===== src/rtl/wb_conbus_pkg.sv =====
// Shared constants and FSM encoding for the round-robin Wishbone shared bus.
package wb_conbus_pkg;

  localparam int WB_DW   = 32;
  localparam int WB_SELW = 4;
  localparam int TO_W    = 8;

  typedef enum logic [1:0] {
    IDLE,
    BUSY,
    ERR
  } state_t;

endpackage


===== src/rtl/wb_rr_arbiter.sv =====
// Combinational round-robin pick: first requester after last_grant, wrapping.
module wb_rr_arbiter #(
  parameter int N  = 4,
  parameter int GW = 2
) (
  input  logic [N-1:0]  req,
  input  logic [GW-1:0] last_grant,
  output logic [GW-1:0] grant,
  output logic          valid
);

  localparam int unsigned NU = N;

  always_comb begin
    logic [GW-1:0] idx;
    grant = '0;
    valid = 1'b0;
    idx   = '0;
    for (int unsigned i = 1; i <= NU; i++) begin
      idx = GW'((32'(last_grant) + i) % NU);
      if (!valid && req[idx]) begin
        valid = 1'b1;
        grant = idx;
      end
    end
  end

endmodule


===== src/rtl/wb_conbus_rr.sv =====
// Shared-bus Wishbone interconnect: round-robin arbitration, table decode,
// and err termination for unmapped addresses and stalled slaves.
module wb_conbus_rr
  import wb_conbus_pkg::*;
#(
  parameter int N_MASTERS = 4,
  parameter int N_SLAVES  = 8,
  parameter int S_ADDR_W  = 3,
  parameter logic [N_SLAVES*S_ADDR_W-1:0] S_ADDRS =
    {3'd7, 3'd6, 3'd5, 3'd4, 3'd3, 3'd2, 3'd1, 3'd0},
  parameter int TIMEOUT   = 255
) (
  input  logic                         sys_clk,
  input  logic                         sys_rst,
  input  logic [N_MASTERS*WB_DW-1:0]   m_adr_i,
  input  logic [N_MASTERS*WB_DW-1:0]   m_dat_i,
  input  logic [N_MASTERS*WB_SELW-1:0] m_sel_i,
  input  logic [N_MASTERS-1:0]         m_we_i,
  input  logic [N_MASTERS-1:0]         m_cyc_i,
  input  logic [N_MASTERS-1:0]         m_stb_i,
  output logic [WB_DW-1:0]             m_dat_o,
  output logic [N_MASTERS-1:0]         m_ack_o,
  output logic [N_MASTERS-1:0]         m_err_o,
  output logic [WB_DW-1:0]             s_adr_o,
  output logic [WB_DW-1:0]             s_dat_o,
  output logic [WB_SELW-1:0]           s_sel_o,
  output logic                         s_we_o,
  output logic [N_SLAVES-1:0]          s_cyc_o,
  output logic [N_SLAVES-1:0]          s_stb_o,
  input  logic [N_SLAVES*WB_DW-1:0]    s_dat_i,
  input  logic [N_SLAVES-1:0]          s_ack_i
);

  localparam int GW = $clog2(N_MASTERS);
  localparam int SW = (N_SLAVES > 1) ? $clog2(N_SLAVES) : 1;
  localparam int unsigned NS = N_SLAVES;

  state_t          state;
  logic [GW-1:0]   grant;
  logic [GW-1:0]   last_grant;
  logic [TO_W-1:0] to_cnt;

  logic [GW-1:0]   arb_grant;
  logic            arb_valid;

  logic [WB_DW-1:0]   g_adr;
  logic [WB_DW-1:0]   g_dat;
  logic [WB_SELW-1:0] g_sel;
  logic               g_we;
  logic               g_cyc;
  logic               g_stb;

  logic               hit;
  logic [SW-1:0]      hit_idx;
  logic               busy;
  logic               ack;

  wb_rr_arbiter #(
    .N  (N_MASTERS),
    .GW (GW)
  ) u_arb (
    .req        (m_cyc_i),
    .last_grant (last_grant),
    .grant      (arb_grant),
    .valid      (arb_valid)
  );

  always_comb begin
    g_adr = m_adr_i[grant*WB_DW +: WB_DW];
    g_dat = m_dat_i[grant*WB_DW +: WB_DW];
    g_sel = m_sel_i[grant*WB_SELW +: WB_SELW];
    g_we  = m_we_i[grant];
    g_cyc = m_cyc_i[grant];
    g_stb = m_stb_i[grant];
  end

  // Scan high to low so the lowest matching table entry wins on duplicates.
  always_comb begin
    hit     = 1'b0;
    hit_idx = '0;
    for (int unsigned k = NS; k > 0; k--) begin
      if (g_adr[WB_DW-1 -: S_ADDR_W] == S_ADDRS[(k-1)*S_ADDR_W +: S_ADDR_W]) begin
        hit     = 1'b1;
        hit_idx = SW'(k - 1);
      end
    end
  end

  assign busy = (state == BUSY);
  assign ack  = busy && g_cyc && g_stb && hit && s_ack_i[hit_idx];

  always_comb begin
    s_adr_o = '0;
    s_dat_o = '0;
    s_sel_o = '0;
    s_we_o  = 1'b0;
    s_cyc_o = '0;
    s_stb_o = '0;
    m_dat_o = '0;
    m_ack_o = '0;
    m_err_o = '0;
    if (state != IDLE) begin
      s_adr_o = g_adr;
      s_dat_o = g_dat;
      s_sel_o = g_sel;
      s_we_o  = g_we;
    end
    if (busy && hit) begin
      s_cyc_o[hit_idx] = g_cyc;
      s_stb_o[hit_idx] = g_cyc & g_stb;
      m_dat_o          = s_dat_i[hit_idx*WB_DW +: WB_DW];
    end
    m_ack_o[grant] = ack;
    m_err_o[grant] = (state == ERR);
  end

  always_ff @(posedge sys_clk) begin
    if (sys_rst) begin
      state      <= IDLE;
      grant      <= '0;
      last_grant <= GW'(N_MASTERS - 1);
      to_cnt     <= '0;
    end else begin
      case (state)
        IDLE: begin
          to_cnt <= '0;
          if (arb_valid) begin
            grant <= arb_grant;
            state <= BUSY;
          end
        end
        BUSY: begin
          if (!g_cyc) begin
            state      <= IDLE;
            last_grant <= grant;
            to_cnt     <= '0;
          end else if (!g_stb) begin
            to_cnt <= '0;
          end else if (!hit) begin
            state  <= ERR;
            to_cnt <= '0;
          end else if (s_ack_i[hit_idx]) begin
            // Ack beats a coincident timeout.
            to_cnt <= '0;
          end else if (to_cnt == TO_W'(TIMEOUT)) begin
            state  <= ERR;
            to_cnt <= '0;
          end else if (to_cnt != '1) begin
            to_cnt <= to_cnt + 1'b1;
          end
        end
        ERR: begin
          state  <= BUSY;
          to_cnt <= '0;
        end
        default: state <= IDLE;
      endcase
    end
  end

endmodule

===== config.mk =====
export PLATFORM = sky130hd
export DESIGN_NAME = wb_conbus_rr
export DESIGN_NICKNAME = d
export VERILOG_FILES = /design/src/rtl/wb_conbus_pkg.sv /design/src/rtl/wb_rr_arbiter.sv /design/src/rtl/wb_conbus_rr.sv
export SDC_FILE = /design/constraint.sdc
export NUM_CORES = 1
export LEC_CHECK = 0
export ABC_AREA = 1
export CAP_MARGIN = 20
export CORE_AREA = 5 5 258 260
export CTS_CLUSTER_SIZE = 10
export DETAILED_ROUTE_END_ITERATION = 12
export DIE_AREA = 0 0 263 265
export HOLD_SLACK_MARGIN = 0.12
export PLACE_DENSITY = 0.44
export REMOVE_ABC_BUFFERS = 1
export SLEW_MARGIN = 20
export SYNTH_ARGS = -nofsm -noshare
export SYNTH_HDL_FRONTEND = slang
export SYNTH_SLANG_ARGS = --single-unit

===== constraint.sdc =====
create_clock -name sys_clk -period 2.5 [get_ports sys_clk]
set_input_delay 0.5 -clock sys_clk [delete_from_list [all_inputs] [get_ports sys_clk]]
set_output_delay 0.5 -clock sys_clk [all_outputs]
set_load 0.02 [all_outputs]

# Yosys cells after proc, flatten, opt, wreduce, memory -nomap -nowiden
# Cells that the tools add are included.
dict set report totals {
  in_bits 550
  reg_bits 14
  word_cells 130
  out_inout_bits 125
}
dict set report classes {
  order_cmp 8
  n_addsub 5
  reduce_logical 22
  mux 65
  bitwise 6
  n_eq_ne 16
  n_shift 4
}
# operator n
set op_table {}
lappend op_table {{$shiftx A128 B8 Y32} 2}
lappend op_table {{$shiftx A256 B9 Y32} 1}
lappend op_table {{$mux W32} 3}
lappend op_table {{$mux W8} 8}
lappend op_table {{$mux W3} 8}
lappend op_table {{$mux W1} 23}
lappend op_table {{$mux W2} 10}
lappend op_table {{$and A8 B8 Y8} 2}
lappend op_table {{$pmux W8 S2} 1}
lappend op_table {{$shiftx A16 B5 Y4} 1}
lappend op_table {{$lt A2 B3 Y1 const B} 5}
lappend op_table {{$bmux W1 S2} 7}
lappend op_table {{$eq A3 B3 Y1 const B} 4}
lappend op_table {{$logic_and A1 B1 Y1} 10}
lappend op_table {{$add A8 B1 Y8 const B} 1}
lappend op_table {{$and A4 B4 Y4} 2}
lappend op_table {{$eq A8 B8 Y1 const B} 1}
lappend op_table {{$ne A8 B8 Y1 const B} 1}
lappend op_table {{$ne A7 B4 Y1 const B} 1}
lappend op_table {{$eq A3 B2 Y1 const B} 2}
lappend op_table {{$pmux W2 S3} 1}
lappend op_table {{$reduce_and A2 Y1} 3}
lappend op_table {{$add A2 B1 Y2 const B} 2}
lappend op_table {{$add A2 B2 Y2 const B} 2}
lappend op_table {{other kinds (22)} 25}

# Logic depth before layout (Yosys ltp)
dict set report depth {
  word_depth 17
  depth_mapped 16
  mapped_depth_nobuf 15
}

# Modules after synthesis
# A second synthesis with hierarchy kept.
dict set report unflattened {
  hier_cells 1122
  hier_area_um2 5589.1
}
# module area_per_inst_um2 cells_per_inst seq_area_each_um2 instances
set by_module_without_submodules {}
lappend by_module_without_submodules {wb_conbus_rr 5317.6 1070 280.3 1}
lappend by_module_without_submodules {wb_rr_arbiter 271.5 52 0.0 1}

# Worst setup path before layout
# No wires, ideal clock.
dict set report synth_timing {
  path_kind {register -> output}
  start {register grant[0]}
  end {output m_dat_o[14]}
  n_path_buf 2
  path_slack_ns 0.142
  arrival_ns 1.858
  stages_incl_launch_ff 12
  t_required_ns 2.000
  path_cell_list {dfxtp_1 buf_6 nand2_1 nand2_2 nand2_4 nand2_8 inv_2 nand2_2 buf_2 or2_0 o221ai_1 nor3_1}
}
dict set report synth_between {
  elab_chain_cells 12
  elab_cells_between_ends 28
  classes_between {eq/ne: 7; shift: 2; mux: 17; reduce/logical: 2}
}
# element line_no
set synth_lines {}
lappend synth_lines {{start: declaration} wb_conbus_rr.sv:39} ;# logic [GW-1:0] grant;
lappend synth_lines {{start signal: assignment} wb_conbus_rr.sv:128} ;# grant <= arb_grant;
lappend synth_lines {{$shiftx A128 B8 Y32 (*)} wb_conbus_rr.sv:69} ;# g_adr = m_adr_i[grant*WB_DW +: WB_DW];
lappend synth_lines {{$eq A3 B3 Y1} wb_conbus_rr.sv:82} ;# if (g_adr[WB_DW-1 -: S_ADDR_W] == S_ADDRS[(k-1)*S_ADDR_W +: S_ADDR_W]) begin
lappend synth_lines {{$mux W3 or $mux W1 (tied branches) (8 in series)} wb_conbus_rr.sv:82}
lappend synth_lines {{$shiftx A256 B9 Y32 or $logic_and A1 B1 Y1 (tied branches)} {wb_conbus_rr.sv:111, wb_conbus_rr.sv:108}}
lappend synth_lines {{$mux W32 (*)} wb_conbus_rr.sv:108} ;# if (busy && hit) begin
lappend synth_lines {{end: declaration} wb_conbus_rr.sv:21} ;# output logic [WB_DW-1:0] m_dat_o,
# Every way passes the cells marked *; elsewhere a longest branch is shown, timed or not.

# Worst setup path in the final report
dict set report layout_timing {
  start {input m_adr_i[31]}
  end {output m_dat_o[11]}
}
dict set report layout_between {
  elab_chain_cells 12
  elab_cells_between_ends 28
  classes_between {eq/ne: 7; shift: 2; mux: 17; reduce/logical: 2}
}
# element line_no
set layout_lines {}
lappend layout_lines {{start: declaration} wb_conbus_rr.sv:15} ;# input logic [N_MASTERS*WB_DW-1:0] m_adr_i,
lappend layout_lines {{$shiftx A128 B8 Y32 (*)} wb_conbus_rr.sv:69}
lappend layout_lines {{$eq A3 B3 Y1} wb_conbus_rr.sv:82}
lappend layout_lines {{$mux W3 or $mux W1 (tied branches) (8 in series)} wb_conbus_rr.sv:82}
lappend layout_lines {{$shiftx A256 B9 Y32 or $logic_and A1 B1 Y1 (tied branches)} {wb_conbus_rr.sv:111, wb_conbus_rr.sv:108}}
lappend layout_lines {{$mux W32 (*)} wb_conbus_rr.sv:108}
# Marked as above.

==> reports/qor.yml <==
grt:
  grt_first_pass_wirelength_um: 70400
  antenna_found_initial: 9
  first_global_vias: 9907
  grt_max_degree: 55
  overflow: 0
  grtUsageTotal_pct: 13.2
die:
  die_h_um: 265
  rows: 93
  start_util_pct: 7.56
  die_area_sq_um: 69700
  chipWidth_um: 263
  core_sq_um: 63900
  io-pin-count: 675
clock_network:
  cts_hold_buf: 0
  clock_latency_ns: 0.24
  cts.path.max_buffers: 2
  cts_htree_levels: 1
  clock-sinks: 14
  cts_made_buffers: 3
  path_clk_slew_ns: 0.05
  cts_root_buffer: "clkbuf_16"
  cts_tree: "yes"
synthesis:
  synth.most_common_cell: "a22oi_1"
  ys_seq_area_share_pct: 5.80
  synth_flop_cell: "dfxtp_1"
  ys_top_cells_by_area: "a22oi_1 21%, or2_2 10%, a21oi_1 8.7%"
  yosys.cell_types.count: 42
  synth_seq_cells: 14
  async_flop_share_pct: 0
  syn_avg_cell_area_sq_um: 6.05
  ys_warn_count: 0
  synthTopCellsByCount: "132 x a22oi_1, 84 x a21oi_1, 83 x nand2_1, 79 x or2_2, 51 x nor2_1"
  synth_area_leader_cell: "a22oi_1"
  synth_area_sq_um: 4830
  syn_inst: 798
  synth_edf_count: 0
  synth_top_cell_area_share_pct: 20.5
timing:
  period_share_pct: 113
  tightest_slew_ns: 0.379
  max_freq_ghz: 0.353
  final-setup-viol-count: 54
  relSlewSlack_pct: 74.5
  finClkSkew_ns: 0.00435
  setup_slack_ns: -0.333
  fin_crit_ns: 2.83
  fin_tns_setup_ns: -10.41
  finalMaxSlewViolations: 0
  hold_viol: 0
  rsz0062_at_grt: "true"
detailed_routing:
  vias_per_cell: 3.96
  vias: 9621
  drt-total-wl_um: 52400
  dr.pass1.iters: 5
  wl_per_cell_um: 21.6
  ant_nets: 0
  drt_first_iter_violations: 511
  drcViolationCount: 0
final_layout:
  nets: 2120
  drive_gt1_share_pct: 32.2
  final_area_sq_um: 14800
  areaGrowthSynthToFinish_pct: 207
  finalNonFillerCells: 2428
placed_design:
  routabilityCongestion: 0.940
  buffer_ports.inserted: 674
  place_area_sq_um: 13400
  dp.cells: 2360
  place_hpwl_um: 40400
power:
  power_uw: 13300
  ir_drop_uv: 336
  leakagePower_uw: 0.00561
  powerDensity_nw_per_um2: 897
critical_path:
  worstSetupPathType: "in2out"
  endpoint_kind: "output pin"
  r2r_start: "grant[0]"
  start_kind: "input port"
  critical_path_arrival_ns: 2.33
  cp_max_fo: 6
  startpoint: "m_adr_i[31]"
  worstPathRequired_ns: 2.00
worst_hold_path:
  hp-class: "reg2reg"
  hold_path.startpoint: "to_cnt[3]"
status:
  status: "complete, but fails checks"
  violations: "negative setup slack"
run:
  max-cap-violations: 0
-- kinds of logic after synthesis --
| kind of cell | Yosys count | share of synthesized area, % |
|---|---|---|
| compound gates | 319 | 44.3 |
| xor+xnor | 3 | 0.544 |
| fa+ha+maj | 1 | 0.259 |
| buf+inv | 102 | 9.25 |
| flops | 14 | 5.80 |
| mux | 1 | 0.207 |
| simple gates | 358 | 39.7 |
-- per-layer routing --
metal | vias to the layer above | global-route usage, % | share of wire (%)
li1 | 4514 | - | -
met1 | 4595 | 17.0 | 43
met2 | 467 | 23.7 | 49
met3 | 45 | 2.28 | 5.7
met4 | 0 | 2.17 | 1.8
met5 | - | 0 | 0
-- sequential cells by signal (all words and copies together) (netlist names) --
name / count
to_cnt: 8
last_grant: 2
state: 2
grant: 2
-- area by class of cell --
| class | count | area [sq um] |
|---|---|---|
| Multi-Input combinational cell | 682 | 4730 |
| Antenna cell | 6 | 15.0 |
| Tap cell | 855 | 1070 |
| Fill cell | 7014 | 49100 |
| Timing Repair Buffer | 833 | 8490 |
| Clock buffer | 3 | 75.1 |
| Sequential cell | 14 | 288 |
| Inverter | 35 | 149 |
-- through the flow --
stage | hold slack, ns | util (%) | worst slack [ns]
3_3_place_gp | 0.465 | 20.9 | -1.16
4_1_cts | 0.483 | 22.0 | -0.322
2_1_floorplan | 0.454 | - | -2.26
5_1_grt | 0.509 | 23.2 | -0.432
6_report | 0.482 | 23.2 | -0.333
3_5_place_dp | 0.476 | 20.9 | -1.25
-- critical path: stages --
cell and delay, ns:
dlygate4sd2_1 0.23, nand2_1 0.11, nand2_1 0.07, nand2_1 0.07
nand2_2 0.08, nor2_4 0.17, buf_12 0.12, nand2_8 0.07
buf_6 0.13, buf_12 0.13, or2_2 0.27, o211ai_1 0.13
nor3_1 0.08, buf_4 0.17
-- report_power, final --
group / internal [uW] / switching, uW / leakage, uW
Clock: 209 / 88.6 / 0.0000370
Sequential: 265 / 47.9 / 0.000115
Combinational: 6150 / 6530 / 0.00546
Total: 6620 / 6670 / 0.00561
-- layout by cell type (no fill, tap or decap), drive strengths merged, types with 3 or more instances in the layout --
master / synthesis / routed
nor2: 58 / 58
nand3: 31 / 31
nand3b: 4 / 4
buf: 37 / 269
diode: 0 / 6
o2111ai: 4 / 4
clkdlybuf4s15: 0 / 3
clkdlybuf4s50: 0 / 536
nor3: 36 / 36
inv: 34 / 34
dfxtp: 14 / 14
clkbuf: 30 / 14
o21bai: 5 / 5
o21ai: 31 / 31
nand2: 100 / 100
o211ai: 22 / 22
o221ai: 31 / 31
xor2: 3 / 3
a22oi: 132 / 132
a21oi: 84 / 84
or2: 119 / 119
dlygate4sd2: 0 / 9
nand4: 9 / 9
dlymetal6s2s: 0 / 5
o22ai: 10 / 10
-- final timing paths --
| path | end | slack [ns] | cells after the start |
|---|---|---|---|
| max | m_dat_o[11] | -0.33 | 14 |
| min | to_cnt[3] | 0.48 | 2 |
| max reg2reg | to_cnt[2] | 0.28 | 13 |
| min reg2reg | to_cnt[3] | 0.48 | 2 |
-- repair_timing --
item                       in CTS  in global routing
setup endpoints to repair     122                121
pin swaps                      35                 61
gates resized for setup       395                403
gates cloned                    9                  7
buffers inserted               25                 21
No activity file was read; power rests on OpenSTA's default activity.
